==> config.mk <==
export PLATFORM = sky130hd
export DESIGN_NAME = keypad_scan_ctrl
export DESIGN_NICKNAME = d
export VERILOG_FILES = /design/src/rtl/keypad_scan_ctrl.sv
export SDC_FILE = /design/constraint.sdc
export NUM_CORES = 1
export LEC_CHECK = 0
export CAP_MARGIN = 20
export CORE_MARGIN = 1.5
export CORE_UTILIZATION = 40
export CTS_BUF_LIST = sky130_fd_sc_hd__clkbuf_4
export DETAILED_ROUTE_END_ITERATION = 10
export GPL_ROUTABILITY_DRIVEN = 0
export PLACE_DENSITY_LB_ADDON = 0.12
export SLEW_MARGIN = 10
export SYNTH_ARGS = -nofsm -noshare
export SYNTH_HDL_FRONTEND = slang
export SYNTH_SLANG_ARGS = --single-unit
==> constraint.sdc <==
create_clock -name clk -period 3.87 [get_ports clk]
set_input_delay 0.774 -clock clk [delete_from_list [all_inputs] [get_ports clk]]
set_output_delay 0.774 -clock clk [all_outputs]
set_load 0.02 [all_outputs]
==> src/rtl/keypad_scan_ctrl.sv <==
// keypad_scan_ctrl
//   Scans a ROWS x COLS push-button matrix. One column is driven low at a time
//   for SCAN_DIV cycles, and the synchronized rows are sampled on the last dwell
//   cycle. The samples from a full sweep are reduced to NONE / ONE(code) / MULTI.
//   A single debounce counter, evaluated once per sweep, then accepts a press or a
//   release. Each accepted press produces one key code through a valid/ready
//   output register.
//
// Ports
//   clk        in   1       system clock, rising edge
//   reset      in   1       synchronous, active-high reset
//   row_in     in   ROWS    raw row pins, active-low, asynchronous
//   col_out    out  COLS    column drive, active-low, exactly one bit low
//   key_code   out  CODE_W  row*COLS + col of the accepted key
//   key_valid  out  1       key event pending until key_ready
//   key_ready  in   1       consumer accepts when key_valid & key_ready
//   key_held   out  1       a debounced key is currently down
//   overflow   out  1       1-cycle pulse: press accepted while an event was pending
module keypad_scan_ctrl #(
    parameter int unsigned ROWS     = 4,
    parameter int unsigned COLS     = 4,
    parameter int unsigned SCAN_DIV = 16,
    parameter int unsigned DB_COUNT = 4,
    parameter int unsigned CODE_W   = $clog2(ROWS * COLS)
) (
    input  logic              clk,
    input  logic              reset,
    input  logic [ROWS-1:0]   row_in,
    output logic [COLS-1:0]   col_out,
    output logic [CODE_W-1:0] key_code,
    output logic              key_valid,
    input  logic              key_ready,
    output logic              key_held,
    output logic              overflow
);

    localparam int unsigned DIV_W = $clog2(SCAN_DIV);
    localparam int unsigned COL_W = (COLS > 1) ? $clog2(COLS) : 1;
    localparam int unsigned CNT_W = $clog2(DB_COUNT + 1);

    typedef enum logic [1:0] {
        S_IDLE     = 2'd0,
        S_PRESS_DB = 2'd1,
        S_HELD     = 2'd2,
        S_REL_DB   = 2'd3
    } state_t;

    // Row synchronizer
    logic [ROWS-1:0]   row_meta;
    logic [ROWS-1:0]   row_sync;

    // Scan position
    logic [COL_W-1:0]  col_idx;
    logic [DIV_W-1:0]  dwell;

    // Per-sweep accumulation: acc_n saturates at 2 (meaning MULTI)
    logic [1:0]        acc_n;
    logic [CODE_W-1:0] acc_code;

    // Debounce state
    state_t            state;
    logic [CODE_W-1:0] cand;
    logic [CNT_W-1:0]  cnt;

    // Combinational helpers
    logic              sample_c;
    logic              sweep_end_c;
    logic [COL_W-1:0]  next_col_c;
    logic [1:0]        col_hits_c;
    logic [CODE_W-1:0] col_code_c;
    logic [2:0]        sum_c;
    logic [1:0]        tot_n_c;
    logic [CODE_W-1:0] tot_code_c;
    logic              one_c;
    logic              match_c;

    // Scan timing
    always_comb begin
        sample_c    = (dwell == DIV_W'(SCAN_DIV - 1));
        sweep_end_c = sample_c && (col_idx == COL_W'(COLS - 1));
        next_col_c  = (col_idx == COL_W'(COLS - 1)) ? '0 : col_idx + COL_W'(1);
    end

    // Count the keys seen low in the column currently being sampled
    always_comb begin
        col_hits_c = 2'd0;
        col_code_c = '0;
        for (int r = 0; r < int'(ROWS); r++) begin
            if (!row_sync[r]) begin
                if (col_hits_c != 2'd2) begin
                    col_hits_c = col_hits_c + 2'd1;
                end
                col_code_c = CODE_W'(32'(r) * COLS + 32'(col_idx));
            end
        end
    end

    // Merge this column with the earlier columns of the sweep
    always_comb begin
        sum_c      = 3'(acc_n) + 3'(col_hits_c);
        tot_n_c    = (sum_c >= 3'd2) ? 2'd2 : sum_c[1:0];
        tot_code_c = (col_hits_c != 2'd0) ? col_code_c : acc_code;
        one_c      = (tot_n_c == 2'd1);
        match_c    = one_c && (tot_code_c == cand);
    end

    // Scanner, sweep accumulator, debounce FSM and output register
    always_ff @(posedge clk) begin
        if (reset) begin
            row_meta  <= '1;
            row_sync  <= '1;
            col_idx   <= '0;
            dwell     <= '0;
            col_out   <= ~COLS'(1);
            acc_n     <= 2'd0;
            acc_code  <= '0;
            state     <= S_IDLE;
            cand      <= '0;
            cnt       <= '0;
            key_code  <= '0;
            key_valid <= 1'b0;
            key_held  <= 1'b0;
            overflow  <= 1'b0;
        end else begin
            row_meta <= row_in;
            row_sync <= row_meta;
            overflow <= 1'b0;

            // Consumer handshake; a new issue below may re-assert key_valid
            if (key_valid && key_ready) begin
                key_valid <= 1'b0;
            end

            // Dwell counter and column rotation, no gap cycles
            if (sample_c) begin
                dwell   <= '0;
                col_idx <= next_col_c;
                col_out <= ~(COLS'(1) << next_col_c);
            end else begin
                dwell <= dwell + DIV_W'(1);
            end

            // Accumulator restarts at every sweep boundary
            if (sample_c) begin
                if (sweep_end_c) begin
                    acc_n    <= 2'd0;
                    acc_code <= '0;
                end else begin
                    acc_n    <= tot_n_c;
                    acc_code <= tot_code_c;
                end
            end

            // Debounce, once per sweep
            if (sweep_end_c) begin
                case (state)
                    S_IDLE: begin
                        if (one_c) begin
                            state <= S_PRESS_DB;
                            cand  <= tot_code_c;
                            cnt   <= CNT_W'(1);
                        end
                    end
                    S_PRESS_DB: begin
                        if (match_c) begin
                            cnt <= cnt + CNT_W'(1);
                            if (cnt == CNT_W'(DB_COUNT - 1)) begin
                                state    <= S_HELD;
                                key_held <= 1'b1;
                                // Pending unaccepted event keeps its code
                                if (key_valid && !key_ready) begin
                                    overflow <= 1'b1;
                                end else begin
                                    key_valid <= 1'b1;
                                    key_code  <= cand;
                                end
                            end
                        end else if (one_c) begin
                            cand <= tot_code_c;
                            cnt  <= CNT_W'(1);
                        end else begin
                            state <= S_IDLE;
                            cnt   <= '0;
                        end
                    end
                    S_HELD: begin
                        if (!match_c) begin
                            state <= S_REL_DB;
                            cnt   <= CNT_W'(1);
                        end
                    end
                    S_REL_DB: begin
                        if (match_c) begin
                            // Release bounce: back to held, no new event
                            state <= S_HELD;
                            cnt   <= '0;
                        end else if (cnt == CNT_W'(DB_COUNT - 1)) begin
                            state    <= S_IDLE;
                            cnt      <= '0;
                            key_held <= 1'b0;
                        end else begin
                            cnt <= cnt + CNT_W'(1);
                        end
                    end
                    default: begin
                        state <= S_IDLE;
                        cnt   <= '0;
                    end
                endcase
            end
        end
    end

endmodule

=== After elaboration in Yosys (flattened, before gate mapping) ===
Cells that the tools add are included.

* $mul: 0
* Bitwise logic cells: 6
* Reductions and logical operators: 16
* Div/mod/pow operators: 0
* Magnitude comparators: 1
* Shifts and indexed selects: 1
* Equality and inequality tests: 21
* $add $sub $neg: 10
* Mux-type cells: 46

{| class="wikitable"
|+ Operator list
! cell !! count
|-
| two-way mux 2 bit || 17
|-
| two-way mux 4 bit || 7
|-
| != test 2 bit, second input constant || 10
|-
| two-way mux 3 bit || 5
|-
| two-way mux 1 bit || 13
|-
| one-hot mux 3 bit (4 select lines) || 1
|-
| AND reduction 6 bit || 2
|-
| != test 3 bit, second input constant || 3
|-
| adder 2 x 1 -> 2 bit, second input constant || 4
|-
| adder 4 x 2 -> 4 bit, first input constant || 2
|-
| one-hot mux 2 bit (4 select lines) || 1
|-
| one-hot mux 4 bit (2 select lines) || 1
|-
| equality test 2 bit, second input constant || 3
|-
| AND reduction 3 bit || 2
|-
| nonzero test 2 bit || 3
|-
| NOT 1 bit || 5
|-
| AND reduction 5 bit || 1
|-
| OR reduction 5 bit || 1
|-
| adder 3 x 2 -> 4 bit, first input constant || 1
|-
| adder 4 x 1 -> 4 bit, second input constant || 1
|-
| equality test 2 x 1 -> 1 bit, second input constant || 2
|-
| equality test 4 bit || 1
|-
| equality test 4 bit, second input constant || 1
|-
| logical AND 1 bit || 4
|-
| other kinds (10) || 10
|}

* Bits in read-only memories: 0
* Register bits after elaboration: 40
* Bits in latches: 0
* Logic and storage cells: 115
* RAM bits: 0
* Bits of input ports: 7
* Memories kept: 0

=== Longest topological paths before layout ===
Gate-level depths: netlist (run 1).

* Word-level depth: 18
* Mapped depth: 15
* Depth with buffers taken out: 15

=== Least setup slack after synthesis (run 1) ===
Ideal clock, no wire load.

* Path kind: flip-flop to flip-flop
* Start: register row_sync[0]
* End: register overflow
* Data arrival time: 3079 ps
* Cell stages (with the launch flop): 16
* Slack: 718 ps
* Period minus slack after synthesis: 3152 ps
* Cell sequence: dfxtp_1 -> inv_1 -> ha_1 -> mux2i_1 -> ha_1 -> nor2_1 -> a21oi_1 -> ha_1 -> inv_1 -> fa_1 -> and3_1 -> nand3b_1 -> and3b_1 -> buf_4 -> or3b_1 -> nor3_2

* Longest elaborated chain between the ends: 17

{| class="wikitable"
|+ Ends and longest elaborated chain
! item !! line !! text
|-
| start, declared || 50 || <nowiki>logic [ROWS-1:0] row_sync;</nowiki>
|-
| start signal, assigned || 126 || <nowiki>row_sync <= row_meta;</nowiki>
|-
| two-way mux 1 bit || 89 || <nowiki>if (!row_sync[r]) begin</nowiki>
|-
| adder 2 x 1 -> 2 bit / != test 2 bit (equally long branches) || 91, 90 ||
|-
| two-way mux 2 bit || 90 || <nowiki>if (col_hits_c != 2'd2) begin</nowiki>
|-
| two-way mux 2 bit || 89 ||
|-
| adder 2 x 1 -> 2 bit / != test 2 bit (equally long branches) || 91, 90 ||
|-
| two-way mux 2 bit || 90 ||
|-
| two-way mux 2 bit || 89 ||
|-
| adder 2 x 1 -> 2 bit / != test 2 bit (equally long branches) || 91, 90 ||
|-
| two-way mux 2 bit || 90 ||
|-
| two-way mux 2 bit || 89 ||
|-
| adder 2 x 2 -> 3 bit || 100 || <nowiki>sum_c = 3'(acc_n) + 3'(col_hits_c);</nowiki>
|-
| >= comparator 3 x 2 -> 1 bit || 101 || <nowiki>tot_n_c = (sum_c >= 3'd2) ? 2'd2 : sum_c[1:0];</nowiki>
|-
| two-way mux 2 bit || 101 ||
|-
| equality test 2 x 1 -> 1 bit || 103 || <nowiki>one_c = (tot_n_c == 2'd1);</nowiki>
|-
| logical AND 1 bit * || 104 || <nowiki>match_c = one_c && (tot_code_c == cand);</nowiki>
|-
| NOT 1 bit (no source line) * || -- ||
|-
| OR reduction 5 bit (no source line) * || -- ||
|-
| end signal, assigned || 123 || <nowiki>overflow <= 1'b0;</nowiki>
|-
| end signal, assigned || 127 || <nowiki>overflow <= 1'b0;</nowiki>
|-
| end signal, assigned || 172 || <nowiki>overflow <= 1'b1;</nowiki>
|-
| end, declared || 34 || <nowiki>output logic overflow</nowiki>
|}

Mark *: on every way between the ends. The rest lies on a longest branch, timed or not.
A chain may end at the register's enable or synchronous reset.

=== Worst setup path after layout (run 1) ===
Ends and elaborated chain as after synthesis.

==> run metrics, run 1 <==
status=finished clean; Seq/Total Area, Yosys=0.3839; cts hold-fix bufs=0; min cycle time layout=3.486 ns; simple-gate share of the synthesized area=0.2490; Nets=269; Hold Crit Start=row_meta[0]; Worst Path Max Fanout=7; CTS tree=done; Comb power frac=0.121; post-DP HPWL=2906 um; sw frac=0.2609; max-capacitance violation count=0; I/O Buffers=17; Post-CTS Setup Repair Bufs=0; first-pass GRT wire length=6955 um; share of flip-flops with an asynchronous set or reset=0; Worst R2R Start=row_sync[0]; Slowest cell on crit path=fa_1; post-synthesis xor/xnor area fraction=0.01200; R2R depth=14; clk_skew=0.007476 ns; Slew Limit Headroom=0.5939; Initial DRT Pass Iterations=4; initial antenna violation count=0; fmax=286.8 MHz; # fillers=526; share of cells above drive strength 1=0.1012; initial drt markers=88; Routed WL=4173 um; RSZ-0062 raised after global routing=false; final cell count without fillers=317; R2R Setup Slk=0.38 ns; Post-Syn Instances=233; antenna fix cells=0; Worst Hold Depth=1; Worst-Margin Slew=0.6075 ns; Fin. Hold Viols=0; Inst Count DP=310; commonest non-fill, non-tap cells in the layout=dfxtp_1, nor2_1, clkdlybuf4s50_1, ha_1, a21oi_1; vias in the first global route=1422; PostCTS Resize Cnt=0; Final Cycle Share=0.9008; most frequent cell on the critical path=ha_1; cell taking the most area after synthesis=dfxtp_1; adder-cell area share of the yosys netlist=0.09358; mux cell area share after synthesis=0.05519; # clock sinks=40; Hold Crit Class=reg -> reg; design area=2354 sq um; top post-synthesis cells by area=dfxtp_1, ha_1, nor2_1, mux2i_1, a21oi_1; H-Tree Depth=2; Synth top area share=0.3839; Die X-Extent=75.21 um; Cell Pwr Density=307.9 nW/um^2; Setup crit start kind=flop; worst flop-to-flop path endpoint=overflow; Cell Area, Placed=2303 sq um; LEAKAGE=0.9120 nW; io pins=18; smallest hold slack=0.4150 ns; Syn Nets=255; crit path setup slack, layout=0.3838 ns; Total Routing Usage GR=0.1638; sequential group share of total power=0.590; Critical Path End Type=flop; Root Driver=clkbuf_4; Layout Utilization=0.4638; Clock Power Share=0.288; pre-CTS setup slack=0.4072 ns; clk buf depth=2; final setup vio count=0; largest net degree at the start of global routing=36; Vias=1639; Yosys reg bits=40; main combinational cell family by area after synthesis=simple AND/OR/NAND/NOR gates; Worst Path Required=4.16 ns; area of the core=5075 sq um; maximum vdd ir drop=0.1197 mV; Internal Power=0.5356 mW; Avg Cell Area, Syn=8.952 sq um; Worst Path Arrival=3.78 ns; via density per instance=5.170; Synth Area in Compound Gates=0.1620; Initial Utilization=0.4110; Final ANT Viol Nets=0; worst path cell trace=inv_1, ha_1, mux2i_1, ha_1, nor2_1, a21oi_1, ha_1, inv_1, fa_1, and3_1, nand3b_1, and3b_1, or3b_1, nor3_2; Hold Crit Endpoint=row_sync[0]; Overall Power=0.7247 mW; synth warn=0; die height=75.21 um; average wire per standard cell=13.16 um; number of flops mapped to enable cells by yosys=0; Pins Over Slew Limit=0; CP peak stage delay=0.51 ns; CTS Buf Count=5; Setup CP Type=reg -> reg; setup TNS=0 ns; grt ovf=0; worst-skew pair later-pin latency=0.35 ns; Die Area=5657 sq um; post-synthesis cell type count=51; Synth Cell Area=2086 sq um; DRC Markers=0; most common cell after layout, fill and taps aside=dfxtp_1; area delta synth->final=12.84%; CTS clk-pin slew, worst paths=0.12 ns; Psw=0.1891 mW; # rows=26; Most used DFF post-synth=dfxtp_1
==> sequential cells by signal, indices dropped and copies added, names as in the netlist, 2 cells and up, named ones only <==
signal and cells:
acc_code 4, acc_n 2, cand 4, cnt 3, col_idx 2, col_out 4
dwell 4, key_code 4, row_meta 4, row_sync 4
==> worst max-delay path: cells and delay by family (launching register included) <==
kind,cells,cell delay (ns)
muxes,1,0.20
adders and majority gates,4,1.23
AOI/OAI and AO/OA,1,0.14
DFF,1,0.41
buffers and inverters,2,0.11
and+or+nand+nor,6,1.35
==> logic make-up after synthesis <==
family | count (synthesis)
AND/OR/NAND/NOR | 93
AO/OA/AOI/OAI | 49
flip-flops | 40
buffers and inverters | 23
adder cells (fa/ha/maj) | 15
multiplexers | 11
XOR/XNOR | 2
==> synthesized netlist by cell type, types with 2 or more instances <==
master	instances
and4bb_2	2
a211oi_1	5
or2_2	8
nand2b_1	6
dfxtp_1	40
nor3_1	8
nor3b_1	3
mux2i_1	9
o211ai_1	5
inv_1	12
and4_1	2
a22oi_1	4
buf_2	2
clkbuf_1	8
a21oi_1	13
o21ai_0	8
nor2_1	30
nand4b_1	3
and3_1	5
ha_1	14
nand3_1	6
a311oi_1	2
nand2_1	10
==> cell type report <==
cell class                 instances  area (sq um)  share of cell area
sequential                        40         800.8              0.3402
inverter                          12         45.04             0.01914
clock buffer                       6         45.04             0.01914
tap                               70         87.58             0.03721
multi-input combinational        170          1192              0.5066
clock inverter                     1         5.005            0.002127
timing repair buffer              18         177.7             0.07549
==> routing by layer <==
| metal | global-route usage | vias to the layer above | wire length (um) |
|---|---|---|---|
| li1 | - | 856 | - |
| met1 | 0.2346 | 751 | 2112 |
| met2 | 0.2321 | 26 | 1829 |
| met3 | 0.05221 | 6 | 174 |
| met4 | 0.05556 | 0 | 56 |
| met5 | 0 | - | 0 |
==> power by group through the flow <==
stage	clock network, mW	registers (mW)	logic [mW]
after global placement	0	0.437	0.0875
after detailed placement	0	0.437	0.0874
after floorplan	0	0.436	0.0667
after CTS	0.220	0.428	0.0882
final	0.209	0.428	0.0879
after global routing	0.241	0.430	0.0988
==> worst max-delay path by stage <==
| stage | startpoint | endpoint | slack [ns] | cells after the start |
|---|---|---|---|---|
| after global placement | row_sync[0] | overflow | 0.49 | 14 |
| after floorplan | row_sync[0] | overflow | 0.72 | 15 |
| final | row_sync[0] | overflow | 0.38 | 14 |
| after CTS | row_sync[0] | overflow | 0.38 | 14 |
| after global routing | row_sync[0] | overflow | 0.06 | 14 |
| after detailed placement | row_sync[1] | overflow | 0.41 | 14 |
(Power assumes the default switching activity.)
==> inputs of run 2 (changes only) <==
--- a/config.mk
+++ b/config.mk
@@ -11,7 +11,9 @@
 export CTS_BUF_LIST = sky130_fd_sc_hd__clkbuf_4
 export DETAILED_ROUTE_END_ITERATION = 10
 export GPL_ROUTABILITY_DRIVEN = 0
+export MAX_ROUTING_LAYER = met4
 export PLACE_DENSITY_LB_ADDON = 0.12
+export SETUP_SLACK_MARGIN = 0.1
 export SLEW_MARGIN = 10
 export SYNTH_ARGS = -nofsm -noshare
 export SYNTH_HDL_FRONTEND = slang
==> run 2 against run 1 <==
Clock power is essentially flat. Setup slack better by 0.073 ns. First-iteration DRC count grew 5.7%. Total power about the same. Die area unchanged. Flip-flop and latch count unchanged. Non-clock buffer count did not move. Wire length up 0.24%. Critical endpoint unchanged.
==> run metrics, run 2 (synthesis results as in run 1) <==
initial antenna violation count=0 (unchanged); fmax=293.0 MHz (+2.1%); Worst-Margin Slew=0.6151 ns (+0.007549 ns); Fin. Hold Viols=0 (unchanged); final setup vio count=0 (unchanged); share of cells above drive strength 1=0.1053 (+0.004049); Worst Path Max Fanout=7 (unchanged); CTS clk-pin slew, worst paths=0.12 ns (about the same); DRC Markers=0 (unchanged); Worst Path Arrival=3.71 ns (-0.07 ns); Vias=1645 (+0.37%); vias in the first global route=1422 (unchanged); min cycle time layout=3.413 ns (-0.07333 ns); io pins=18 (unchanged); Cell Pwr Density=307.7 nW/um^2 (about the same); RSZ-0062 raised after global routing=false; initial drt markers=93 (+5.7%); commonest non-fill, non-tap cells in the layout=dfxtp_1, nor2_1, clkdlybuf4s50_1, ha_1, a21oi_1; Worst Path Required=4.16 ns (about the same); Die Area=5657 sq um (unchanged); post-DP HPWL=2906 um (unchanged); via density per instance=5.189 (+0.37%); Critical Path End Type=flop; clk buf depth=2 (unchanged); Final Cycle Share=0.8819 (-0.01895); antenna fix cells=0 (unchanged); CP Launch Point=row_sync[0]; worst-skew pair later-pin latency=0.35 ns (about the same); Slew Limit Headroom=0.5888 (-0.005047); Worst R2R Start=row_sync[0]; average wire per standard cell=13.20 um (+0.24%); design area=2355 sq um (about the same); H-Tree Depth=2 (unchanged); status=finished clean; area of the core=5075 sq um (unchanged); die height=75.21 um (unchanged); clk_skew=0.007524 ns (+0.00004824 ns); area delta synth->final=12.90% (about the same); max-capacitance violation count=0 (unchanged); Post-CTS Setup Repair Bufs=0 (unchanged); Nets=269 (unchanged); LEAKAGE=0.9115 nW (about the same); Routed WL=4183 um (+0.24%); maximum vdd ir drop=0.1198 mV (about the same); R2R depth=14 (unchanged); Final ANT Viol Nets=0 (unchanged); met2 WL=1786 um (-2.4%); Cell Area, Placed=2303 sq um (unchanged); grt ovf=0 (unchanged); Root Driver=clkbuf_4; worst flop-to-flop path endpoint=overflow; Initial Utilization=0.4110 (unchanged); Total Routing Usage GR=0.1689 (+0.005074); CTS Buf Count=5 (unchanged); largest net degree at the start of global routing=36 (unchanged); Initial DRT Pass Iterations=4 (unchanged); CTS tree=done; CP endpoint=overflow; Hold Crit Class=reg -> reg; Setup CP Type=reg -> reg; I/O Buffers=17 (unchanged); M1 WL=2140 um (+1.3%); Max Used Layer=met4; setup TNS=0 ns (unchanged); met3 WL post-DR=180 um (+3.4%); most common cell after layout, fill and taps aside=dfxtp_1; Setup crit start kind=flop; Die X-Extent=75.21 um (unchanged); R2R Setup Slk=0.46 ns (+0.07 ns); # clock sinks=40 (unchanged); # rows=26 (unchanged); first-pass GRT wire length=6955 um (unchanged); Pins Over Slew Limit=0 (unchanged)
-- run 2: cell count changes in the layout (fill, tap and decap cells not counted) --
cell	delta
and3b_1	-1
and3b_2	+1
-- run 2: how the worst min path moves through the flow --
stage	start	end	slack [ns]	depth (start not counted)
5_1_grt	row_meta[1]	row_sync[1]	0.44	1
3_3_place_gp	row_meta[0]	row_sync[0]	0.39	1
6_report	row_meta[0]	row_sync[0]	0.42	1
2_1_floorplan	row_meta[0]	row_sync[0]	0.39	1
3_5_place_dp	row_meta[0]	row_sync[0]	0.39	1
4_1_cts	row_meta[0]	row_sync[0]	0.42	1
-- run 2: timing repair --
action                                 4_1_cts  5_1_grt
endpoints found under the hold margin        0        0
setup endpoints to repair                    0        2
hold buffers                                 0        0
resized for setup                            0        1
-- run 2: cell type report --
type / instances / area (sq um)
fill: 527 / 2720
clock buffer: 6 / 45.04
tap: 70 / 87.58
clock inverter: 1 / 5.005
timing repair buffer: 18 / 177.7
sequential: 40 / 800.8
multi-input combinational: 170 / 1194
inverter: 12 / 45.04
-- run 2: layer usage --
layer	vias up	GRT usage
li1	856	-
met1	753	0.2371
met2	28	0.2321
met3	8	0.04819
met4	0	0.05556
met5	-	-
-- run 2: through the flow --
stage | instances | power, mW | worst slack (ns) | utilization | hold WS (ns)
floorplan | 233 | 0.5029 | 0.7175 | - | 0.3895
global placement | 310 | 0.5244 | 0.4888 | 0.4539 | 0.3922
detailed placement | 310 | 0.5242 | 0.4072 | 0.4539 | 0.3923
CTS | 317 | 0.7360 | 0.3767 | 0.4638 | 0.4212
global route | 317 | 0.7702 | 0.1398 | 0.4640 | 0.4423
finish | 317 | 0.7246 | 0.4572 | 0.4640 | 0.4160
-- run 2: critical path: stages (launching register included) --
cell and delay [ns]:
dfxtp_1 0.41, inv_1 0.06, ha_1 0.33, mux2i_1 0.20
ha_1 0.23, nor2_1 0.06, a21oi_1 0.14, ha_1 0.16
inv_1 0.05, fa_1 0.51, and3_1 0.22, nand3b_1 0.11
and3b_2 0.34, or3b_1 0.40, nor3_2 0.15
-- run 2: report_power, final --
group	leakage, nW	internal (mW)	switching (mW)
sequential	0.325	0.420	0.00785
combinational	0.555	0.0420	0.0462
clock	0.0315	0.0740	0.135
total	0.912	0.536	0.189
==> inputs of run 3 (changes only) <==
--- a/config.mk
+++ b/config.mk
@@ -6,7 +6,6 @@
 export NUM_CORES = 1
 export LEC_CHECK = 0
 export CAP_MARGIN = 20
-export CORE_MARGIN = 1.5
 export CORE_UTILIZATION = 40
 export CTS_BUF_LIST = sky130_fd_sc_hd__clkbuf_4
 export DETAILED_ROUTE_END_ITERATION = 10
==> run 3 against run 2 <==
Setup slack lost 0.048 ns. First-iteration DRC count grew 43%. Largest cell class unchanged. Combinational power shrank 1%. Sequential share of layout area shrank 0.34 points. Total power grew 9.5%. Wire length shrank 3.1%. Worst hold slack gained 0.0086 ns. Via count grew 1.0%. Flip-flop and latch count is the same.
==> run metrics, run 3 (synthesis results as in run 1) <==
PostCTS Resize Cnt=0 (unchanged); Fin. Hold Viols=0 (unchanged); Hold Crit Endpoint=row_sync[0]; met2 WL=1727 um (-3.3%); post-DP HPWL=2949 um (+1.5%); CTS tree=done; Worst R2R Start=row_sync[0]; Initial Utilization=0.4274 (+0.01644); M1 WL=2110 um (-1.4%); status=finished clean; Worst Path Arrival=3.75 ns (+0.04 ns); H-Tree Depth=2 (unchanged); # clock sinks=40 (unchanged); Vias=1662 (+1.0%); initial antenna violation count=0 (unchanged); initial drt markers=133 (+43%); via density per instance=5.276 (+1.7%); largest net degree at the start of global routing=21 (-42%); Root Driver=clkbuf_4; average wire per standard cell=12.87 um (-2.5%); antenna fix cells=0 (unchanged); Seq. cell area=802.0 sq um (+0.16%); I/O Buffers=17 (unchanged); Final Cycle Share=0.8944 (+0.01251); RSZ-0062 raised after global routing=false; # rows=25 (-3.8%); Multi-input gate area=1194 sq um (unchanged); die height=74.21 um (-1.3%); Max Used Layer=met4; Routed WL=4053 um (-3.1%); Nets=269 (unchanged); LEAKAGE=0.9208 nW (+1.0%); DRC Markers=0 (unchanged); CTS clk-pin slew, worst paths=0.13 ns (about the same); setup TNS=0 ns (unchanged); grt ovf=0 (unchanged); commonest non-fill, non-tap cells in the layout=dfxtp_1, nor2_1, clkdlybuf4s50_1, ha_1, a21oi_1; R2R Setup Slk=0.41 ns (-0.05 ns); clk_skew=0.01045 ns (+0.002924 ns); Worst Path Max Fanout=7 (unchanged); Critical Path End Type=flop; Slew Limit Headroom=0.5939 (+0.005143); worst-skew pair later-pin latency=0.35 ns (about the same); R2R depth=14 (unchanged); Die Area=5507 sq um (-2.6%); Setup crit start kind=flop; area of the core=4880 sq um (-3.8%); met3 WL post-DR=140 um (-22%); worst flop-to-flop path endpoint=overflow; fmax=288.9 MHz (-1.4%); Final ANT Viol Nets=0 (unchanged); Hold Crit Class=reg -> reg; Setup CP Type=reg -> reg; Worst Path Required=4.15 ns (about the same); vias in the first global route=1488 (+4.6%); Worst Hold Depth=1 (unchanged); Cell Pwr Density=333.0 nW/um^2 (+8.2%); Overall Power=0.7933 mW (+9.5%); clk buf depth=2 (unchanged); Hold Crit Start=row_meta[0]; share of cells above drive strength 1=0.1129 (+0.007640); Post-CTS Setup Repair Bufs=0 (unchanged); design area=2382 sq um (+1.2%); maximum vdd ir drop=0.2059 mV (+72%); Worst-Margin Slew=0.6072 ns (-0.007894 ns); most common cell after layout, fill and taps aside=dfxtp_1; Total Routing Usage GR=0.1760 (+0.007073); area delta synth->final=14.22%; io pins=18 (unchanged); cts hold-fix bufs=0 (unchanged); max-capacitance violation count=0 (unchanged); # fillers=503 (-4.6%); Initial DRT Pass Iterations=4 (unchanged); Cell Area, Placed=2300 sq um (-0.16%); Die X-Extent=74.21 um (-1.3%); Pins Over Slew Limit=0 (unchanged); final setup vio count=0 (unchanged); first-pass GRT wire length=7189 um (+3.4%); min cycle time layout=3.461 ns (+0.04841 ns); CTS Buf Count=5 (unchanged)
## run 3: changes by cell type in the layout (fill, tap and decap cells not counted)
| cell | change |
|---|---|
| bufinv_16 | +1 |
| clkbuf_4 | -1 |
| clkinvlp_4 | +1 |
| dfxtp_1 | -1 |
| dfxtp_2 | +1 |
## run 3: stage by stage
step	hold slack, ns	utilization	std cells	setup WS, ns
global placement	0.3961	0.4713	307	0.4624
detailed placement	0.3978	0.4713	307	0.3787
global route	0.4512	0.4882	315	0.1138
finish	0.4246	0.4882	315	0.4087
CTS	0.4284	0.4877	315	0.3327
floorplan	0.3895	-	233	0.7175
## run 3: critical path, stage by stage (launching register included)
cell and delay (ns):
dfxtp_1 0.42, inv_1 0.06, ha_1 0.33, mux2i_1 0.21, ha_1 0.23, nor2_1 0.06
a21oi_1 0.13, ha_1 0.15, inv_1 0.04, fa_1 0.51, and3_1 0.24, nand3b_1 0.11
and3b_2 0.33, or3b_1 0.40, nor3_2 0.15
## run 3: cell type report
type | instances | area share
repair buffers | 18 | 0.07458
inverters | 12 | 0.01891
flip-flops and latches | 40 | 0.3367
clock inverters | 3 | 0.01786
clock buffers | 5 | 0.01576
well taps | 67 | 0.03519
multi-input cells | 170 | 0.5010
## run 3: layer usage
layer | global-route usage | vias up
met5 | - | -
met1 | 0.2422 | 761
li1 | - | 862
met4 | 0.06709 | 0
met2 | 0.2515 | 30
met3 | 0.03794 | 9
## run 3: where the power goes
group / switching, mW / internal, mW
combinational: 0.0452 / 0.0419
clock: 0.143 / 0.135
sequential: 0.00818 / 0.420
total: 0.197 / 0.597
## run 3: how the worst max path moves through the flow
stage | from | endpoint | slack, ns | cells past startpoint
3_5_place_dp | row_sync[1] | overflow | 0.38 | 14
6_report | row_sync[0] | overflow | 0.41 | 14
4_1_cts | row_sync[1] | overflow | 0.33 | 14
5_1_grt | row_sync[0] | overflow | 0.11 | 14
2_1_floorplan | row_sync[0] | overflow | 0.72 | 15
3_3_place_gp | row_sync[1] | overflow | 0.46 | 14
==> patch: new RTL, settings of run 2 <==
The 4 states of `state_t` get a Gray code encoding in 2 bits.
--- a/src/rtl/keypad_scan_ctrl.sv
+++ b/src/rtl/keypad_scan_ctrl.sv
@@ -39,10 +39,10 @@
     localparam int unsigned CNT_W = $clog2(DB_COUNT + 1);
 
     typedef enum logic [1:0] {
-        S_IDLE     = 2'd0,
-        S_PRESS_DB = 2'd1,
-        S_HELD     = 2'd2,
-        S_REL_DB   = 2'd3
+        S_IDLE     = 2'b00,
+        S_PRESS_DB = 2'b01,
+        S_HELD     = 2'b11,
+        S_REL_DB   = 2'b10
     } state_t;
 
     // Row synchronizer
Check against the original RTL: same outputs for any inputs over 10 cycles, from zero or initial values and one cycle with reset high; not proved beyond that.
==> patch against run 2 <==
- first-iteration DRC count fell by 15%
- power is 0.85% higher
- sequential cell count unchanged
- die area up 3.2%
- design area up 6.7%
- wire length fell by 2.7%
- synthesized area is 3.4% higher
- worst setup slack got worse by 0.17 ns
- highest routed layer unchanged
==> patch: results (changes against run 2) <==
Layout
  – Final #Nets: 281 (+4.5%)
  – Share of layout cells above drive strength 1: 0.1602 (+0.05489)
  – Diode count: 0 (unchanged)

Clock network
  – Num CTS Buffers: 5 (unchanged)
  – CTS root buf: clkbuf_4
  – Clock latency on the worst-skew pair: 0.35 ns (about the same)
  – CTS max path bufs: 2 (unchanged)
  – CTS clk-pin slew, worst paths: 0.12 ns (about the same)
  – Max H-tree Level: 2 (unchanged)

Synth
  – Main synth FF type: dfxtp_1
  – Cells after synthesis: 234 (+0.43%)
  – Post-synth top cells: 40 x dfxtp_1, 28 x nor2_1, 18 x ha_1, 18 x inv_1, 13 x a21oi_1
  – Seq/Total Area, Yosys: 0.3714 (-0.01248)
  – Synth cell types: 59 (+16%)
  – Post-synth EDFFs: 0 (unchanged)
  – Ys async rst share: 0 (unchanged)
  – Largest cells by area after synthesis: dfxtp_1 37%, ha_1 10%, nor2_1 4.9%
  – Net count after synthesis: 260 (+2.0%)
  – Synth Warn #: 0 (unchanged)

Critical path
  – CP arrival: 3.80 ns (+0.09 ns)
  – Crit path max fanout: 8 (+1)
  – Reg2reg path depth: 17 (+3)
  – Worst reg2reg path endpoint: state[0]
  – FF-to-FF Start: row_sync[0]
  – Reg2reg setup slack: 0.29 ns (-0.17 ns)

Routing
  – Via count: 1690 (+2.7%)
  – DRT Pass-1 Iters: 4 (unchanged)
  – DRT iter0 DRCs: 79 (-15%)
  – Routed WL per cell: 12.48 um (-5.4%)

Global routing
  – GRT met1 Usage: 0.1975 (-0.03958)
  – GRT Total Usage: 0.1519 (-0.01698)
  – Antenna violations before repair: 0 (unchanged)
  – Global Route met3 Usage: 0.03593 (-0.01226)
  – Via count of the first global-routing pass: 1534 (+7.9%)
  – Met2 GRT Util: 0.2295 (-0.002591)
  – Largest net degree at the start of global routing: 25 (-31%)
  – First-pass GRT wire length: 6975 um (+0.29%)

STA
  – Final Skew: 0.01729 ns (+0.009765 ns)
  – Worst-margin pin slew: 0.7119 ns (+0.09687 ns)

Place
  – DPL Wire Length: 2921 um (+0.54%)
  – IO Port Bufs: 17 (unchanged)

Power and ir drop
  – Pleak: 0.9151 nW (+0.39%)
  – VDD IR max: 0.1908 mV (+59%)

Worst hold path
  – Hold_sp: row_meta[2]
  – Hold depth: 1 (unchanged)
  – Hold EP: row_sync[2]
  – HP Class: register to register

Run status
  – Status: finished clean
## patch: logic make-up (layout without fill, tap and decap cells)
family | count (synthesis) | in the layout | synth area share
AOI/OAI and AO/OA | 53 | 53 | 0.2055
muxes | 7 | 7 | 0.03424
xor gates and xnor gates | 4 | 4 | 0.01625
DFF | 40 | 40 | 0.3714
buffers and inverters | 30 | 52 | 0.05629
adders and majority gates | 19 | 19 | 0.1138
and+or+nand+nor | 81 | 81 | 0.2026
## patch: area by class of cell
class / instances / area (um^2)
inverter: 18 / 67.56
sequential: 40 / 803.3
clock buffer: 5 / 37.54
timing repair buffer: 26 / 250.2
multi-input combinational: 164 / 1249
tap: 70 / 87.58
clock inverter: 3 / 18.77
fill: 534 / 2626
## patch: stage by stage
step / instances / hold WS [ns] / worst slack, ns / instance area (um^2)
2_1_floorplan: 234 / 0.3895 / 0.2917 / 2156
3_3_place_gp: 311 / 0.3919 / 0.1628 / 2375
3_5_place_dp: 311 / 0.3932 / 0.07654 / 2375
4_1_cts: 319 / 0.4205 / 0.1320 / 2436
5_1_grt: 326 / 0.4358 / 0.07321 / 2514
6_report: 326 / 0.4182 / 0.2858 / 2514
## patch: how the worst max path moves through the flow
stage | slack [ns] | cells after the start | end | from
2_1_floorplan | 0.29 | 15 | state[1] | row_sync[0]
3_3_place_gp | 0.16 | 15 | state[1] | row_sync[0]
3_5_place_dp | 0.08 | 15 | state[1] | row_sync[0]
4_1_cts | 0.13 | 15 | state[1] | row_sync[0]
5_1_grt | 0.07 | 16 | state[1] | row_sync[0]
6_report | 0.29 | 17 | state[0] | row_sync[0]
## patch: repair_timing
item                       in CTS  in global routing
resized for setup               1                  5
hold buffers                    0                  0
pin swaps                       0                  2
setup buffers                   0                  7
setup endpoints to repair       1                  6
## patch: worst max-delay path: stages (launching register included)
cell,delay (ns)
dfxtp_2,0.37
inv_1,0.05
ha_1,0.34
mux2i_2,0.19
ha_1,0.19
nor2_1,0.06
a21o_4,0.24
inv_1,0.06
ha_1,0.13
inv_1,0.05
fa_1,0.48
and3_2,0.27
nand2_1,0.13
a41oi_1,0.08
a31o_1,0.26
buf_4,0.14
a2111oi_0,0.35
nor3_1,0.08
## patch: routing by layer
metal,wire length (um),part of all wire
met4,53,0.013
met2,1830,0.45
met3,102,0.025
met5,0,0
met1,2082,0.51
## patch: report_power, final
group	internal, W	total (W)	switching, W
sequential	0.000418	0.000424	0.00000606
combinational	0.0000475	0.000100	0.0000529
clock	0.0000698	0.000206	0.000136
total	0.000536	0.000731	0.000195
